File: config.mk
export PLATFORM = sky130hd
export DESIGN_NAME = time_counter
export DESIGN_NICKNAME = d
export VERILOG_FILES = /design/src/rtl/time_counter.sv
export SDC_FILE = /design/constraint.sdc
export NUM_CORES = 1
export LEC_CHECK = 0
export ABC_AREA = 1
export BUFFER_PORTS_ARGS = -buffer_cell sky130_fd_sc_hd__buf_2
export CORE_ASPECT_RATIO = 1.75
export CORE_MARGIN = 2
export CORE_UTILIZATION = 37
export DETAILED_ROUTE_END_ITERATION = 8
export PLACE_DENSITY = 0.58
export SYNTH_ARGS = -nofsm -noshare
export SYNTH_HDL_FRONTEND = slang
export SYNTH_SLANG_ARGS = --single-unit
File: constraint.sdc
create_clock -name clk -period 1.7 [get_ports clk]
set_input_delay 0.255 -clock clk [delete_from_list [all_inputs] [get_ports clk]]
set_output_delay 0.255 -clock clk [all_outputs]
set_load 0.01 [all_outputs]
File: src/rtl/time_counter.sv
// time_counter: 24-hour BCD time-of-day counter.
// Divides clk down to a one-second tick and keeps HH:MM:SS in BCD.
// A synchronous load sets HH:MM and clears SS; bad load values are rejected.
// time_hhmm is the compare word for the alarm ring stage.
module time_counter #(
  parameter int CLK_DIV = 50_000_000,
  parameter int CNT_W   = 26
) (
  input  logic        clk,
  input  logic        rst_n,
  input  logic        run,
  input  logic        load,
  input  logic [15:0] load_time,
  output logic [15:0] time_hhmm,
  output logic [7:0]  time_ss,
  output logic        sec_pulse,
  output logic        min_pulse,
  output logic        load_err
);

  localparam logic [CNT_W-1:0] CNT_MAX = CNT_W'(CLK_DIV - 1);

  // A load word is accepted only if it names a real 24-hour HH:MM.
  function automatic logic load_ok(input logic [15:0] t);
    logic hour_ok;
    logic min_ok;
    hour_ok = (t[15:12] <= 4'd2) && (t[11:8] <= 4'd9) &&
              ((t[15:12] != 4'd2) || (t[11:8] <= 4'd3));
    min_ok  = (t[7:4] <= 4'd5) && (t[3:0] <= 4'd9);
    return hour_ok && min_ok;
  endfunction

  // Two-digit BCD increment over 00..59 (seconds and minutes).
  function automatic logic [7:0] bcd60_inc(input logic [7:0] v);
    logic [7:0] r;
    if (v[3:0] == 4'd9) begin
      r[3:0] = 4'd0;
      if (v[7:4] == 4'd5) begin
        r[7:4] = 4'd0;
      end else begin
        r[7:4] = v[7:4] + 4'd1;
      end
    end else begin
      r[7:4] = v[7:4];
      r[3:0] = v[3:0] + 4'd1;
    end
    return r;
  endfunction

  // Two-digit BCD hour increment over 00..23; the day carry is dropped.
  function automatic logic [7:0] hour_inc(input logic [7:0] v);
    logic [7:0] r;
    if (v == 8'h23) begin
      r = 8'h00;
    end else if (v[3:0] == 4'd9) begin
      r = {v[7:4] + 4'd1, 4'd0};
    end else begin
      r = {v[7:4], v[3:0] + 4'd1};
    end
    return r;
  endfunction

  logic [CNT_W-1:0] cnt;
  logic [CNT_W-1:0] cnt_nxt;
  logic [15:0]      hhmm_nxt;
  logic [7:0]       ss_nxt;
  logic             sec_nxt;
  logic             min_nxt;
  logic             err_nxt;

  // Next-state: load beats tick and run; a tick ripples the BCD carry chain.
  always_comb begin
    cnt_nxt  = cnt;
    hhmm_nxt = time_hhmm;
    ss_nxt   = time_ss;
    sec_nxt  = 1'b0;
    min_nxt  = 1'b0;
    err_nxt  = 1'b0;
    if (load) begin
      if (load_ok(load_time)) begin
        hhmm_nxt = load_time;
        ss_nxt   = 8'h00;
        cnt_nxt  = {CNT_W{1'b0}};
      end else begin
        err_nxt  = 1'b1;
      end
    end else if (run) begin
      if (cnt == CNT_MAX) begin
        cnt_nxt = {CNT_W{1'b0}};
        sec_nxt = 1'b1;
        ss_nxt  = bcd60_inc(time_ss);
        if (time_ss == 8'h59) begin
          min_nxt        = 1'b1;
          hhmm_nxt[7:0]  = bcd60_inc(time_hhmm[7:0]);
          if (time_hhmm[7:0] == 8'h59) begin
            hhmm_nxt[15:8] = hour_inc(time_hhmm[15:8]);
          end else begin
            hhmm_nxt[15:8] = time_hhmm[15:8];
          end
        end else begin
          hhmm_nxt = time_hhmm;
        end
      end else begin
        cnt_nxt = cnt + {{(CNT_W-1){1'b0}}, 1'b1};
      end
    end else begin
      cnt_nxt = cnt;
    end
  end

  // State and output registers; async reset clears everything immediately.
  always_ff @(posedge clk or negedge rst_n) begin
    if (!rst_n) begin
      cnt       <= {CNT_W{1'b0}};
      time_hhmm <= 16'h0000;
      time_ss   <= 8'h00;
      sec_pulse <= 1'b0;
      min_pulse <= 1'b0;
      load_err  <= 1'b0;
    end else begin
      cnt       <= cnt_nxt;
      time_hhmm <= hhmm_nxt;
      time_ss   <= ss_nxt;
      sec_pulse <= sec_nxt;
      min_pulse <= min_nxt;
      load_err  <= err_nxt;
    end
  end

endmodule

==> results of run 1 <==
-- final cells by class --
| class | instances | area share |
|---|---|---|
| clock inverter | 1 | 0.00105 |
| sequential | 53 | 0.279 |
| inverter | 50 | 0.0407 |
| multi-input combinational | 415 | 0.469 |
| tap | 125 | 0.0328 |
| timing repair buffer | 102 | 0.146 |
| clock buffer | 7 | 0.0320 |
-- timing repair --
item                                    in CTS  in global routing
endpoints found under the hold margin       53                  0
gates resized for setup                      3                 45
pin swaps                                    1                 12
hold buffers                                 1                  0
buffers inserted                             2                 15
endpoints found under the setup margin      12                 41
-- synth_stat cells --
library cell,instances
or2_2,3
nand2_2,4
buf_2,4
xor2_1,10
buf_6,1
clkinv_2,1
inv_1,47
nor3b_1,1
o21ai_0,18
inv_2,2
o21ai_2,5
dfrtp_1,53
ha_1,11
buf_1,1
nand3b_4,2
a21oi_1,9
o22ai_1,3
nand2_8,1
o31ai_1,2
nand2_1,173
buf_4,2
o21ai_1,10
nor2_1,67
a21oi_2,1
clkbuf_1,2
nand4_1,10
nor2_4,2
nand3_2,4
o211ai_1,1
xnor2_1,4
nand3_1,55
a22oi_1,2
nand2_4,3
nor2_2,9
nor3_1,5
-- flip-flops by register name (all words and copies together) (netlist names) --
signal	cells
time_ss	8
sec_pulse	1
cnt	26
min_pulse	1
time_hhmm	16
load_err	1
-- metrics by stage --
stage / setup TNS [ns] / instance area (um^2) / util / power [mW]
2_1_floorplan: 0 / 3650 / - / 1.83
3_3_place_gp: -0.198 / 4310 / 0.443 / 2.13
3_5_place_dp: -0.208 / 4310 / 0.443 / 2.15
4_1_cts: 0 / 4510 / 0.463 / 3.28
5_1_grt: -0.867 / 4770 / 0.490 / 3.45
6_report: 0 / 4770 / 0.490 / 3.27
-- worst register-to-register path, stage by stage, from the launching register on --
cell and delay, ns:
dfrtp_1 0.42, nand2_1 0.12, nor2_2 0.18, nand2_1 0.11
nor2_4 0.13, nand2_4 0.11, o21ai_4 0.24, nand2_2 0.12
nand2_1 0.07, nand2_1 0.05
-- metal layers --
layer / track usage / routed length (um)
met2: 0.400 / 5890
met3: 0.0273 / 325
met4: 0.108 / 563
met5: 0 / 0
met1: 0.215 / 4050
-- power groups by stage --
| stage | Combinational [mW] | Clock [mW] | Sequential [mW] |
|---|---|---|---|
| 3_3_place_gp | 0.652 | 0 | 1.48 |
| 6_report | 0.701 | 1.10 | 1.47 |
| 5_1_grt | 0.790 | 1.17 | 1.48 |
| 2_1_floorplan | 0.320 | 0 | 1.51 |
| 3_5_place_dp | 0.674 | 0 | 1.47 |
| 4_1_cts | 0.681 | 1.15 | 1.45 |
-- cell families (layout without fill, tap and decap cells) --
family / count (synthesis) / after routing / share of synthesized area
XOR/XNOR: 14 / 14 / 0.0335
AND/OR/NAND/NOR: 339 / 339 / 0.418
flip-flops: 53 / 53 / 0.363
adder cells (fa/ha/maj): 11 / 11 / 0.0377
AO/OA/AOI/OAI: 51 / 51 / 0.0805
buffers and inverters: 60 / 160 / 0.0674
-- path summary, 6_finish.rpt --
kind	endpoint	cells after the start	start	slack, ns
worst max-delay path	time_hhmm[15]	9	cnt[12]	0.05
worst min-delay path	sec_pulse	3	run	0.27
worst max register to register	time_hhmm[15]	9	cnt[12]	0.05
worst min register to register	time_hhmm[7]	2	time_hhmm[7]	0.53
max in group asynchronous	cnt[18]	3	rst_n	0.92
min in group asynchronous	cnt[22]	3	rst_n	0.47
==> results.py, run 1 <==
metrics = {
    "timing": {
        "rsz0062_at_grt": "yes",
        "fin_crit_sh": 0.973,
        "setup_violations": 0,
        "slew_viol_final": 0,
        "period_minus_slack_ns": 1.65,
        "whs_ns": 0.270,
        "worst_slack_ns": 0.0466,
        "hold_viol_final": 0,
        "slew-limit-headroom": 0.771,
        "worst_slew_pin_slew_ns": 0.343,
        "max_freq_mhz": 605,
        "skew_ns": 0.00410,
    },
    "global_route": {
        "grt_antenna_before_repair": 0,
        "grt_pass1_wl_um": 17400,
        "grt_max_degree": 54,
        "grt-ovfl-total": 0,
        "grt_pass1_vias": 3796,
        "grt_use_total": 0.209,
    },
    "routing": {
        "first_iter_violations": 195,
        "final_antenna_net_count": 0,
        "wire_per_inst_um": 14.4,
        "firstDrtPassIters": 4,
        "routed-via-count": 3749,
        "drc": 0,
        "routed_wl_um": 10800,
        "via_per_inst": 4.98,
    },
    "setup_path": {
        "cpMostUsedCell": "nand2_1",
        "cp_top_family": "simple AND/OR/NAND/NOR gates",
        "crit_slowest_cell": "dfrtp_1",
        "cpPeakStageDelay_ns": 0.42,
        "worst-path-max-fanout": 5,
        "path_buf_inv": 0,
        "critPathRequiredTime_ns": 1.89,
        "path_cells": "nand2_1 -> nor2_2 -> nand2_1 -> nor2_4 -> nand2_4 -> o21ai_4 -> nand2_2 -> nand2_1 -> nand2_1",
        "crit_arrival_ns": 1.84,
        "crit_path_start_kind": "flip-flop",
        "end_kind": "flip-flop",
        "criticalPathCategory": "reg -> reg",
    },
    "clocking": {
        "htree_levels": 2,
        "cts_tree": "built",
        "cts_made_buffers": 5,
        "cts_buffer_depth": 2,
        "clock_sinks": 53,
        "clock_latency_ns": 0.30,
        "clkTransAtPathRegs_ns": 0.07,
        "cts_root_buf": "clkbuf_16",
    },
    "pwr": {
        "intPower_mw": 2.28,
        "seqPwrFrac": 0.449,
        "power_leakage_nw": 2.31,
        "p_clk_frac": 0.337,
        "comb_power_share": 0.214,
        "ir_drop_v": 0.000547,
        "p_sw_frac": 0.305,
        "p_sw_uw": 996,
        "power_density_nw_per_um2": 686,
    },
    "cells_and_area": {
        "layout.cells.non_filler": 753,
        "diodes": 0,
        "final-seq-area_um2": 1330,
        "final_common_cell": "nand2_1",
        "multi_input_area_um2": 2230,
        "final_layout_size_suffix_gt1_frac": 0.285,
        "fill_cells": 1016,
        "syn_to_final_growth_pct": 30.5,
        "nNetsFinal": 658,
        "final_cell_mix": "165 x nand2_1, 57 x nor2_1, 52 x nand3_1",
    },
    "synth": {
        "synth_top_area_cell": "dfrtp_1",
        "syn_area_per_cell_um2": 6.92,
        "synth_top_area_share": 0.363,
        "synthTopCellsByArea": "dfrtp_1 36%, nand2_1 18%, nand3_1 7.5%",
        "syn-num-nets": 559,
        "ys_ff_latch": 53,
        "yosysUniqueCellTypes": 35,
        "synth_warnings": 0,
        "netlist_area_um2": 3650,
        "ys_seq_area_frac": 0.363,
        "synthCells": 528,
    },
    "floorplan": {
        "fp.dieH_um": 135,
        "die-area_um2": 10700,
        "fp.dieW_um": 79.1,
        "row_count": 48,
        "io_pins": 47,
        "initial_utilization": 0.376,
        "coreArea_um2": 9730,
    },
    "placement": {
        "port_buffers": 46,
        "dp_cells": 728,
        "dp_hpwl_um": 8160,
        "dpl_worst_slack_ns": -0.0621,
        "gp_congestion": 0.912,
    },
    "run": {
        "cap_violations": 0,
    },
    "status": {
        "status": "finished, final reports clean",
    },
    "hold_path": {
        "hold_class": "in -> reg",
    },
}
Note: power is estimated with default switching activity, not from simulation.
==> run 2: changes to the inputs <==
--- a/config.mk
+++ b/config.mk
@@ -12,3 +12,5 @@
 export CORE_UTILIZATION = 37
+export CTS_CLUSTER_DIAMETER = 50
 export DETAILED_ROUTE_END_ITERATION = 8
+export MAX_ROUTING_LAYER = met4
 export PLACE_DENSITY = 0.58
==> constraint.sdc (replaced) <==
create_clock -name clk -period 1.7 [get_ports clk]
set_input_delay 0.34 -clock clk [delete_from_list [all_inputs] [get_ports clk]]
set_output_delay 0.34 -clock clk [all_outputs]
set_load 0.01 [all_outputs]
==> results.py, run 2 (synthesis gave the netlist of run 1 again) <==
metrics = {
    "status": {
        "status": "finished, final reports clean",
    },
    "timing": {
        "setup_violations": 0,
        "skew_ns": 0.00563,
        "max_freq_mhz": 600,
        "period_minus_slack_ns": 1.67,
        "slew-limit-headroom": 0.773,
        "rsz0062_at_grt": "yes",
        "fin_crit_sh": 0.981,
        "slew_viol_final": 0,
        "worst_slew_pin_slew_ns": 0.339,
        "worst_slack_ns": 0.0325,
        "hold_viol_final": 0,
    },
    "pwr": {
        "p_sw_frac": 0.308,
        "intPower_mw": 2.21,
        "power_leakage_nw": 2.27,
        "power_density_nw_per_um2": 680,
        "comb_power_share": 0.225,
        "p_sw_uw": 983,
        "p_clk_frac": 0.318,
        "seqPwrFrac": 0.457,
        "ir_drop_v": 0.000488,
    },
    "routing": {
        "firstDrtPassIters": 4,
        "routed_wl_um": 10600,
        "wire_per_inst_um": 14.2,
        "first_iter_violations": 196,
        "final_antenna_net_count": 0,
        "routed-via-count": 3702,
        "drc": 0,
        "via_per_inst": 4.96,
    },
    "global_route": {
        "grt_pass1_vias": 3587,
        "grt-ovfl-total": 0,
        "grt_pass1_wl_um": 17400,
        "grt_max_degree": 54,
        "grt_antenna_before_repair": 0,
        "grt_use_total": 0.215,
    },
    "clocking": {
        "htree_levels": 2,
        "holdBufCountCts": 0,
        "cts_buffer_depth": 2,
        "clkTransAtPathRegs_ns": 0.07,
        "cts_made_buffers": 5,
        "cts_root_buf": "clkbuf_16",
        "clock_latency_ns": 0.30,
        "clock_sinks": 53,
        "cts_tree": "built",
    },
    "cells_and_area": {
        "final_layout_size_suffix_gt1_frac": 0.278,
        "syn_to_final_growth_pct": 28.5,
        "utilization": 0.483,
        "reg.largest.list": "cnt: 26 flops, time_hhmm: 16 flops, time_ss: 8 flops",
        "final_cell_area_um2": 4700,
        "fill_cells": 1035,
        "diodes": 0,
        "final_cell_mix": "160 x nand2_1, 56 x nor2_1, 53 x nand3_1",
        "largest_reg_flops": 26,
        "nNetsFinal": 652,
        "regMostFlops": "cnt",
        "final_common_cell": "nand2_1",
        "layout.cells.non_filler": 747,
    },
    "floorplan": {
        "coreArea_um2": 9730,
        "initial_utilization": 0.376,
        "io_pins": 47,
        "die-area_um2": 10700,
        "row_count": 48,
        "fp.dieH_um": 135,
        "fp.dieW_um": 79.1,
    },
    "placement": {
        "dp_hpwl_um": 8200,
        "dp_cells": 732,
        "placed_area_um2": 4340,
        "port_buffers": 46,
        "gp_congestion": 0.933,
        "dpl_worst_slack_ns": -0.00354,
    },
    "setup_path": {
        "timing.rr.end": "time_ss[0]",
        "crit_arrival_ns": 1.85,
        "criticalPathCategory": "reg -> reg",
        "r2r_slack_ns": 0.03,
        "cpPeakStageDelay_ns": 0.43,
        "path_cells": "inv_1 -> nand2_1 -> nor2_2 -> nand2_1 -> nor2_4 -> nand2_4 -> nand2_8 -> nand2_8 -> buf_12 -> nand2_4 -> o21ai_4",
        "end_kind": "flip-flop",
        "crit_path_start_kind": "flip-flop",
        "reg2regPathDepth": 11,
        "critPathRequiredTime_ns": 1.88,
        "worst-path-max-fanout": 7,
        "crit_slowest_cell": "dfrtp_2",
        "rr_startpoint": "cnt[10]",
    },
    "run": {
        "cap_violations": 0,
    },
    "hold_path": {
        "hold_class": "in -> async",
    },
}
run 2: cell count changes in the layout (fill, tap and decap cells not counted), moves of 3 or more:
| cell | previous run | this run |
|---|---|---|
| nor2_4 | 10 | 4 |
| inv_1 | 44 | 47 |
| clkbuf_1 | 0 | 3 |
| buf_4 | 51 | 46 |
| nand2_2 | 12 | 15 |
| nor2_2 | 11 | 18 |
| nand2_1 | 165 | 160 |
run 2: worst max-delay path by stage:
| stage | from | end | slack, ns | cells past startpoint |
|---|---|---|---|---|
| detailed placement | cnt[1] | cnt[10] | -0.004 | 8 |
| CTS | cnt[9] | time_hhmm[12] | 0.007 | 10 |
| finish | cnt[10] | time_ss[0] | 0.03 | 11 |
| global route | cnt[1] | cnt[10] | -0.04 | 11 |
| global placement | cnt[1] | cnt[10] | -0.02 | 8 |
| floorplan | time_ss[1] | time_hhmm[7] | 0.06 | 11 |
run 2: power groups by stage:
stage          logic [mW]  registers, mW  clock network (mW)
2_1_floorplan       0.320           1.51                   0
3_3_place_gp        0.667           1.47                   0
3_5_place_dp        0.679           1.47                   0
4_1_cts             0.680           1.45                1.03
5_1_grt             0.804           1.47                1.07
6_report            0.719           1.46                1.02
run 2: cell type report:
cell class | count | area (um^2) | area share
Multi-Input combinational cell | 415 | 2220 | 0.472
Sequential cell | 53 | 1340 | 0.284
Timing Repair Buffer | 96 | 661 | 0.141
Inverter | 50 | 190 | 0.0405
Tap cell | 125 | 156 | 0.0333
Clock buffer | 8 | 136 | 0.0290
run 2: routing by layer:
metal  global-route usage  vias to the layer above  part of all wire
li1                     -                     1874                 -
met1                0.226                     1740              0.38
met2                0.403                       66              0.56
met3               0.0220                       22             0.022
met4               0.0852                        0             0.031
met5                    -                        -                 0
run 2: worst max-delay path, delay by kind of cell (launching register included):
| kind | cells | cell delay [ns] |
|---|---|---|
| buffers and inverters | 2 | 0.21 |
| AOI/OAI and AO/OA | 1 | 0.05 |
| and+or+nand+nor | 8 | 0.85 |
| DFF | 1 | 0.43 |
run 2: metrics by stage:
| step | hold WS (ns) | TNS [ns] | total power, mW |
|---|---|---|---|
| after floorplan | 0.0444 | 0 | 1.83 |
| after global placement | 0.372 | -0.0207 | 2.14 |
| after detailed placement | 0.372 | -0.00354 | 2.15 |
| after CTS | 0.0598 | 0 | 3.17 |
| after global routing | 0.0685 | -0.914 | 3.34 |
| final | 0.0414 | 0 | 3.19 |
run 2: timing repair:
| item | 4_1_cts | 5_1_grt |
|---|---|---|
| resized for setup | 2 | 44 |
| buffers inserted | 0 | 6 |
| endpoints found under the setup margin | 2 | 44 |
| cloned | 0 | 1 |
| pin swaps | 0 | 13 |
